File: config.mk
export PLATFORM = sky130hd
export DESIGN_NAME = muldiv_seq_flat
export DESIGN_NICKNAME = d
export VERILOG_FILES = /design/src/rtl/muldiv_seq_if.sv /design/src/rtl/muldiv_seq.sv /design/src/flat_wrapper.sv
export SDC_FILE = /design/constraint.sdc
export NUM_CORES = 1
export LEC_CHECK = 0
export ABC_CLOCK_PERIOD_IN_PS = 3900
export BUFFER_PORTS_ARGS = -buffer_cell sky130_fd_sc_hd__buf_2
export CAP_MARGIN = 10
export CORE_AREA = 5 5 198 200
export CTS_BUF_LIST = sky130_fd_sc_hd__clkbuf_2 sky130_fd_sc_hd__clkbuf_4 sky130_fd_sc_hd__clkbuf_8
export CTS_CLUSTER_SIZE = 10
export DETAILED_ROUTE_END_ITERATION = 6
export DIE_AREA = 0 0 203 205
export HOLD_SLACK_MARGIN = 0.05
export PLACE_DENSITY = 0.48
export SYNTH_ARGS = -nofsm -noshare
export SYNTH_HDL_FRONTEND = slang
export SYNTH_SLANG_ARGS = --single-unit
File: constraint.sdc
create_clock -name clk -period 3.9 [get_ports clk]
set_input_delay 0.585 -clock clk [delete_from_list [all_inputs] [get_ports clk]]
set_output_delay 0.585 -clock clk [all_outputs]
set_load 0.1 [all_outputs]
File: src/rtl/muldiv_seq_if.sv
// Request/response bundle between the EX stage and the iterative mul/div sequencer.
interface muldiv_seq_if #(parameter int XLEN = 32);
  logic            start;
  logic [1:0]      op;
  logic [XLEN-1:0] rs1_data;
  logic [XLEN-1:0] rs2_data;
  logic            flush;
  logic            busy;
  logic            stall;
  logic            done;
  logic [XLEN-1:0] result;

  modport master (output start, op, rs1_data, rs2_data, flush,
                  input  busy, stall, done, result);
  modport slave  (input  start, op, rs1_data, rs2_data, flush,
                  output busy, stall, done, result);
endinterface

File: src/rtl/muldiv_seq.sv
// Iterative unsigned MUL/MULHU/DIVU/REMU unit; one iteration per cycle, XLEN iterations.
module muldiv_seq #(
  parameter int XLEN  = 32,
  parameter int CNT_W = 6
) (
  input  logic        clk,
  input  logic        rst,
  muldiv_seq_if.slave bus
);
  typedef enum logic [1:0] {IDLE, RUN, DONE} state_t;

  state_t            state_q, state_d;
  logic [CNT_W-1:0]  cnt_q, cnt_d;
  logic [1:0]        op_q, op_d;
  logic [XLEN-1:0]   b_q, b_d;
  logic [2*XLEN-1:0] acc_q, acc_d;
  logic [XLEN-1:0]   result_q, result_d;

  logic [XLEN:0]     mul_sum;
  logic [2*XLEN:0]   div_sh;
  logic [XLEN:0]     div_diff;

  always_ff @(posedge clk) begin
    if (rst) begin
      state_q  <= IDLE;
      cnt_q    <= '0;
      op_q     <= '0;
      b_q      <= '0;
      acc_q    <= '0;
      result_q <= '0;
    end else begin
      state_q  <= state_d;
      cnt_q    <= cnt_d;
      op_q     <= op_d;
      b_q      <= b_d;
      acc_q    <= acc_d;
      result_q <= result_d;
    end
  end

  // acc holds {partial product high, multiplier} for mul and {remainder, dividend/quotient} for div.
  // The remainder never reaches the divisor, so XLEN bits suffice between iterations.
  always_comb begin
    state_d  = state_q;
    cnt_d    = cnt_q;
    op_d     = op_q;
    b_d      = b_q;
    acc_d    = acc_q;
    result_d = result_q;

    mul_sum  = {1'b0, acc_q[2*XLEN-1:XLEN]} + (acc_q[0] ? {1'b0, b_q} : '0);
    div_sh   = {acc_q, 1'b0};
    div_diff = div_sh[2*XLEN:XLEN] - {1'b0, b_q};

    case (state_q)
      IDLE: begin
        if (bus.start && !bus.flush) begin
          op_d  = bus.op;
          cnt_d = '0;
          b_d   = bus.op[1] ? bus.rs2_data : bus.rs1_data;
          acc_d = {{XLEN{1'b0}}, (bus.op[1] ? bus.rs1_data : bus.rs2_data)};
          if (bus.op[1] && (bus.rs2_data == '0)) begin
            state_d  = DONE;
            result_d = bus.op[0] ? bus.rs1_data : '1;
          end else begin
            state_d  = RUN;
          end
        end
      end
      RUN: begin
        cnt_d = cnt_q + 1'b1;
        if (op_q[1]) begin
          if (!div_diff[XLEN]) acc_d = {div_diff[XLEN-1:0], div_sh[XLEN-1:1], 1'b1};
          else                 acc_d = div_sh[2*XLEN-1:0];
        end else begin
          acc_d = {mul_sum, acc_q[XLEN-1:1]};
        end
        if (bus.flush) begin
          state_d = IDLE;
        end else if (cnt_q == CNT_W'(XLEN-1)) begin
          state_d  = DONE;
          // op[0] selects the high half for both MULHU (high product) and REMU (remainder).
          result_d = op_q[0] ? acc_d[2*XLEN-1:XLEN] : acc_d[XLEN-1:0];
        end
      end
      DONE:    state_d = IDLE;
      default: state_d = IDLE;
    endcase
  end

  assign bus.busy   = (state_q == RUN);
  assign bus.done   = (state_q == DONE);
  assign bus.stall  = ((state_q == IDLE) && bus.start && !bus.flush) || (state_q == RUN);
  assign bus.result = result_q;
endmodule

File: src/flat_wrapper.sv
// flat-port wrapper written by rule: the top's interface ports become plain ports
module muldiv_seq_flat 
#(
  parameter int XLEN  = 32,
  parameter int CNT_W = 6
)
  (clk, rst, bus_start, bus_op, bus_rs1_data, bus_rs2_data, bus_flush, bus_busy, bus_stall, bus_done, bus_result);
  muldiv_seq_if #(.XLEN(XLEN)) bus_i ();
  input  logic clk;
  input  logic rst;
  input wire logic [$bits(bus_i.start)-1:0] bus_start;
  input wire logic [$bits(bus_i.op)-1:0] bus_op;
  input wire logic [$bits(bus_i.rs1_data)-1:0] bus_rs1_data;
  input wire logic [$bits(bus_i.rs2_data)-1:0] bus_rs2_data;
  input wire logic [$bits(bus_i.flush)-1:0] bus_flush;
  output wire logic [$bits(bus_i.busy)-1:0] bus_busy;
  output wire logic [$bits(bus_i.stall)-1:0] bus_stall;
  output wire logic [$bits(bus_i.done)-1:0] bus_done;
  output wire logic [$bits(bus_i.result)-1:0] bus_result;
  assign bus_i.start = bus_start;
  assign bus_i.op = bus_op;
  assign bus_i.rs1_data = bus_rs1_data;
  assign bus_i.rs2_data = bus_rs2_data;
  assign bus_i.flush = bus_flush;
  assign bus_busy = bus_i.busy;
  assign bus_stall = bus_i.stall;
  assign bus_done = bus_i.done;
  assign bus_result = bus_i.result;
  muldiv_seq #(.XLEN(XLEN), .CNT_W(CNT_W)) u_core (.clk(clk), .rst(rst), .bus(bus_i));
endmodule
==> metrics.md, run 1 <==
| Metric | Value |
|---|---|
| Area Overhead vs Synth | `14.1%` |
| FP Rows | `71` |
| WL/cell | `between 20 and 25 um` |
| Asr flop ratio synth | `0` |
| Crit share post-route | `0.931` |
| Post-synthesis cell count | `1433` |
| Pwr dens | `roughly 300 nW/um^2` |
| Die width | `a little over 200 um` |
| Largest net degree at the start of global routing | `75` |
| Relative slew slack | `0.460` |
| Final number of setup-violating endpoints | `0` |
| Setup TNS | `0 ns` |
| Worst-Margin Slew | `0.809 ns` |
| Vias/cell | `5.54` |
| Number of synthesized flops with an enable pin | `0` |
| Fraction of layout cells with a size suffix above 1 | `0.150` |
| HPWL after DPL | `approximately 32 mm` |
| Post-CTS Setup Bufs | `0` |
| Critical path class | `reg -> reg` |
| N_diodes | `0` |
| P_leak | `5.25 nW` |
| Num CTS Buffers | `17` |
| Starting Density | `0.297` |
| Crit-path max FO | `34` |
| Max VDD drop | `roughly 0.22 mV` |
| Die ar. | `~42000 um^2` |
| Skew final | `0.00941 ns` |
| First-pass GRT wire length | `64.1 mm` |
| Final min period | `about 3.6 ns` |
| Post-synth top flop | `dfxtp_1` |
| GPL Wtd Cong | `0.950` |
| Crit path arrival time | `3.95 ns` |
| Die Height | `205 um` |
| CTS tree | `yes` |
| Post-layout net count | `1634` |
| Antenna violations before repair | `0` |
| CP Launch Type | `register` |
| Syn avg cell area | `7.70 um^2` |
| ANT nets after route | `0` |
| DR pass1 iterations | `7` |
| Grt total ovfl | `0` |
| Drt drc | `0` |
| Vias in the first global route | `10.5k` |
| Worst-path clk slew | `0.08 ns` |
| Hold buffer count at cts | `0` |
| MaxCap Viol Count | `0` |
| GRT Total Usage | `0.195` |
| Htree depth | `4` |
| Max-slew violations | `0` |
| Mapped Nets | `1570` |
| Achievable Freq | `0.275 GHz` |
| Detailed Route Iter0 Violations | `821` |
| Unique cell type count in the Yosys netlist | `70` |
| Clock latency on the worst-skew pair | `0.46 ns` |
| Fin Hold WS | `0.369 ns` |
| CTS max path bufs | `2` |
| Fin util | `0.338` |
| CORE AREA | `roughly 37000 um^2` |
| Seq/Total Area, Yosys | `0.250` |
| Outcome | `completed` |
| Vias | `11.0k` |
| Req. time, crit path | `4.22 ns` |
| Drt total wl | `just over 40 mm` |
| Flops & latches, synth | `around 140` |
| Final count of hold timing violations | `0` |
| I/O pins | `105` |
| Area of the mapped netlist | `11000 um^2` |
| Clock sinks | `138` |
| Number of port buffers | `104` |
| Synthesis Warnings | `0` |
| Worst hold path type | `in -> reg` |
| Critical Path End Type | `register` |
| Unrepaired setup endpoints after global routing | `false` |
| Root Buffer Master | `clkbuf_8` |
[routing by layer]
layer / GRT usage / wire length [um] / part of all wire / vias up
li1: - / - / - / 5409
met1: 0.289 / 20800 / 0.50 / 5200
met2: 0.301 / 18000 / 0.43 / 327
met3: 0.0237 / 2030 / 0.049 / 51
met4: 0.0470 / 733 / 0.018 / 0
met5: 0 / 0 / 0 / -
[final cells by class]
cell class              instances  area (um^2)
well taps                     474          593
multi-input cells            1144         7730
repair buffers                140          821
flip-flops and latches        138         2770
inverters                      56          210
clock inverters                14          219
fillers                      4026        24600
clock buffers                  18          248
[Yosys cell counts, types with 26 or more instances]
| library cell | number | share of area |
|---|---|---|
| nand2_1 | 102 | 0.035 |
| and2_1 | 35 | 0.020 |
| mux2_2 | 37 | 0.038 |
| o21ai_0 | 123 | 0.056 |
| a31oi_1 | 30 | 0.017 |
| dfxtp_1 | 138 | 0.25 |
| xnor2_1 | 36 | 0.029 |
| a211oi_1 | 52 | 0.035 |
| nor2_1 | 125 | 0.043 |
| a21oi_1 | 113 | 0.051 |
| mux2i_1 | 90 | 0.082 |
| a21o_1 | 26 | 0.018 |
| nor3_1 | 32 | 0.015 |
| clkbuf_1 | 76 | 0.026 |
| inv_1 | 55 | 0.019 |
| ha_1 | 65 | 0.074 |
[critical path: stages, from the launching register on]
cell and delay (ns):
dfxtp_1 0.36, inv_1 0.09, ha_1 0.21, inv_1 0.07, fa_1 0.21, a21o_1 0.19
nand4_1 0.14, a311oi_2 0.33, a21oi_1 0.20, o2111a_1 0.32, nor3_4 0.23, buf_12 0.26
mux2_1 0.36, mux2i_1 0.35, o21ai_0 0.15
[sequential cells by signal, summed over array words and instances (netlist names)]
register           flops
u_core.acc_q          64
u_core.b_q            32
u_core.bus.result     32
u_core.cnt_q           6
u_core.op_q            2
u_core.state_q         2
[layout by cell type, fill, tap and decap left out, types with 26 or more instances in the layout]
| cell | synthesis | final |
|---|---|---|
| o21ai_0 | 123 | 123 |
| a21oi_1 | 113 | 113 |
| inv_1 | 55 | 55 |
| nor3_1 | 32 | 31 |
| a31oi_1 | 30 | 29 |
| xnor2_1 | 36 | 36 |
| buf_2 | 1 | 102 |
| a21o_1 | 26 | 26 |
| dfxtp_1 | 138 | 137 |
| mux2_2 | 37 | 37 |
| ha_1 | 65 | 65 |
| nor2_1 | 125 | 124 |
| buf_4 | 2 | 36 |
| a211oi_1 | 52 | 52 |
| and2_1 | 35 | 35 |
| mux2i_1 | 90 | 90 |
| nand2_1 | 102 | 102 |
[worst paths after layout]
kind	start	slack [ns]	to	cells past startpoint
setup reg to reg	u_core.acc_q[31]$_SDFFE_PP0P_	0.27	u_core.bus.result[8]$_SDFFE_PP0P_	14
hold reg to reg	u_core.cnt_q[3]$_SDFFE_PP0P_	0.49	u_core.cnt_q[3]$_SDFFE_PP0P_	1
hold / removal	bus_flush	0.37	u_core.state_q[0]$_SDFFE_PP0P_	2
setup / recovery	u_core.acc_q[31]$_SDFFE_PP0P_	0.27	u_core.bus.result[8]$_SDFFE_PP0P_	14
[metrics by stage]
| step | setup WS [ns] | instances | instance area (um^2) | total power [W] |
|---|---|---|---|---|
| 2_1_floorplan | 0.844 | 1433 | 11000 | 0.00211 |
| 3_3_place_gp | 0.378 | 1952 | 12100 | 0.00241 |
| 3_5_place_dp | 0.315 | 1952 | 12100 | 0.00241 |
| 4_1_cts | 0.288 | 1984 | 12600 | 0.00382 |
| 5_1_grt | 0.0360 | 1984 | 12600 | 0.00398 |
| 6_report | 0.269 | 1984 | 12600 | 0.00379 |
[what timing repair did]
action | 4_1_cts | 5_1_grt
hold endpoints to repair | 0 | 0
gates resized for setup | 0 | 2
setup endpoints to repair | 0 | 2
[cells by family (layout without fill, tap and decap cells)]
kind of cell    count (synthesis)  after routing  synth area share
compound gates                474            474             0.269
simple gates                  412            412             0.178
buf+inv                       151            228            0.0521
flops                         138            138             0.250
mux                           136            136             0.130
fa+ha+maj                      67             67            0.0773
xor+xnor                       55             55            0.0436
[report_power, final]
| group | switching, W | internal, W |
|---|---|---|
| Clock | 0.000620 | 0.000783 |
| Sequential | 0.0000748 | 0.00146 |
| Combinational | 0.000523 | 0.000330 |
| Total | 0.00122 | 0.00258 |
Note: power is estimated with default switching activity, not from simulation.
==> run 2, diff against run 1 <==
Settings changed: CELL_PAD_IN_SITES_DETAIL_PLACEMENT set to 0, CELL_PAD_IN_SITES_GLOBAL_PLACEMENT set to 1, PLACE_DENSITY 0.48 to 0.6.
==> metrics.md, run 2 (synthesis results as in run 1) <==
| Metric | Value |
|---|---|
| Grt total ovfl | `0` |
| Crit-path cells | `inv_1 > ha_1 > inv_1 > fa_1 > a21o_1 > nand4_1 > a311oi_2 > a21oi_1 > o2111a_1 > nor3_4 > buf_12 > mux2_1 > mux2i_1 > o21ai_0` |
| Die Height | `205 um` |
| CTS tree | `yes` |
| Crit path max-delay family | `compound AO/OA/AOI/OAI gates` |
| Outcome | `completed` |
| Vias in the first global route | `between 10k and 15k` |
| DR pass1 iterations | `5` |
| Pwr dens | `between 200 and 300 nW/um^2` |
| Commonest cells after routing, fill and taps aside | `dfxtp_1, nor2_1, o21ai_0` |
| Fill count | `4002` |
| CORE AREA | `37200 um^2` |
| Area Overhead vs Synth | `14.8%` |
| MaxCap Viol Count | `0` |
| Power after layout | `0.00371 W` |
| Relative slew slack | `0.391` |
| GPL Wtd Cong | `about 0.9` |
| WL/cell | `about 21 um` |
| Crit path arrival time | `3.91 ns` |
| Slowest cell on the critical path | `nor3_4` |
| Most frequent CP cell | `inv_1` |
| Setup TNS | `0 ns` |
| FP Rows | `71` |
| Detailed Route Iter0 Violations | `898` |
| Reg with most FFs | `u_core.acc_q` |
| Switching power | `0.00119 W` |
| HPWL after DPL | `33.3 mm` |
| First-pass GRT wire length | `65.7 mm` |
| Fin util | `0.340` |
| Int Power | `0.00251 W` |
| Sequential cell area | `around 2800 um^2` |
| ANT nets after route | `0` |
| Largest register FFs | `64` |
| Req. time, crit path | `roughly 4.2 ns` |
| Die ar. | `roughly 42000 um^2` |
| Htree depth | `4` |
| Num CTS Buffers | `17` |
| Final count of hold timing violations | `0` |
| Fraction of layout cells with a size suffix above 1 | `0.156` |
| Achievable Freq | `0.277 GHz` |
| Comb power frac | `0.230` |
| Die width | `203 um` |
| Worst hold path type | `in -> reg` |
| Critical Path End Type | `register` |
| Footprint of the multi-input gates | `7730 um^2` |
| Final number of setup-violating endpoints | `0` |
| CP Launch Type | `register` |
| Final min period | `3.61 ns` |
| GRT Total Usage | `0.202` |
| P_leak | `5.30 nW` |
| Max-slew violations | `0` |
| Clock sinks | `138` |
| Unrepaired setup endpoints after global routing | `false` |
| Root Buffer Master | `clkbuf_8` |
| Sequential share of power | `0.412` |
| Starting Density | `0.297` |
| CTS max path bufs | `2` |
| Clock network fraction of design power | `0.358` |
| Vias/cell | `between 5 and 6` |
| Commonest non-fill, non-tap cell in the layout | `dfxtp_1` |
| Buf/Inv on CP | `3` |
| Worst-Margin Slew | `0.911 ns` |
| Critical path class | `reg -> reg` |
| Hold buffer count at cts | `0` |
| Largest net degree at the start of global routing | `75` |
| Clock latency on the worst-skew pair | `0.46 ns` |
| Crit-path max FO | `20` |
| Sw Ratio | `0.322` |
| Number of port buffers | `104` |
| Max VDD drop | `0.199 mV` |
| N_diodes | `0` |
| Max incr delay on CP | `0.40 ns` |
| I/O pins | `105` |
| Antenna violations before repair | `0` |
| Worst-path clk slew | `0.08 ns` |
| Drt drc | `0` |
| Crit share post-route | `0.924` |
| Skew final | `around 0.014 ns` |
| Post-layout net count | `1647` |
| Vias | `11.2k` |
| Drt total wl | `42.9 mm` |
run 2: path summary, 6_finish.rpt:
check / start / to / slack [ns] / cells past startpoint
worst min register to register: u_core.cnt_q[3]$_SDFFE_PP0P_ / u_core.cnt_q[3]$_SDFFE_PP0P_ / 0.48 / 1
worst max register to register: u_core.acc_q[31]$_SDFFE_PP0P_ / u_core.bus.result[16]$_SDFFE_PP0P_ / 0.29 / 14
worst max-delay path: u_core.acc_q[31]$_SDFFE_PP0P_ / u_core.bus.result[16]$_SDFFE_PP0P_ / 0.29 / 14
worst min-delay path: bus_flush / u_core.state_q[0]$_SDFFE_PP0P_ / 0.37 / 2
run 2: area by class of cell:
cell class / count / area share
Timing Repair Buffer: 153 / 0.0735
Clock buffer: 22 / 0.0239
Clock inverter: 10 / 0.0109
Sequential cell: 138 / 0.218
Tap cell: 474 / 0.0468
Multi-Input combinational cell: 1144 / 0.610
Inverter: 56 / 0.0166
run 2: layer usage:
metal	vias up	wire length (um)	global-route usage
li1	5433	-	-
met1	5357	21200	0.303
met2	347	18600	0.308
met3	32	2410	0.0256
met4	0	692	0.0461
met5	-	0	0
run 2: through the flow:
stage / instance area, um^2 / hold slack (ns) / std cells / setup WS (ns)
after floorplan: 11000 / 0.436 / 1433 / 0.844
after global placement: 12200 / 0.461 / 1965 / 0.297
after detailed placement: 12200 / 0.464 / 1965 / 0.273
after CTS: 12700 / 0.331 / 1997 / 0.249
after global routing: 12700 / 0.332 / 1997 / 0.0646
final: 12700 / 0.368 / 1997 / 0.295
run 2: power by group through the flow:
stage	Combinational (W)	Clock (W)	Sequential, W
CTS	0.000843	0.00136	0.00153
finish	0.000851	0.00133	0.00153
floorplan	0.000580	0	0.00153
global route	0.000932	0.00142	0.00154
global placement	0.000840	0	0.00156
detailed placement	0.000839	0	0.00156
run 2: timing repair:
item	CTS	global route
endpoints found under the setup margin	0	1
gates resized for setup	0	1
setup buffers	0	0
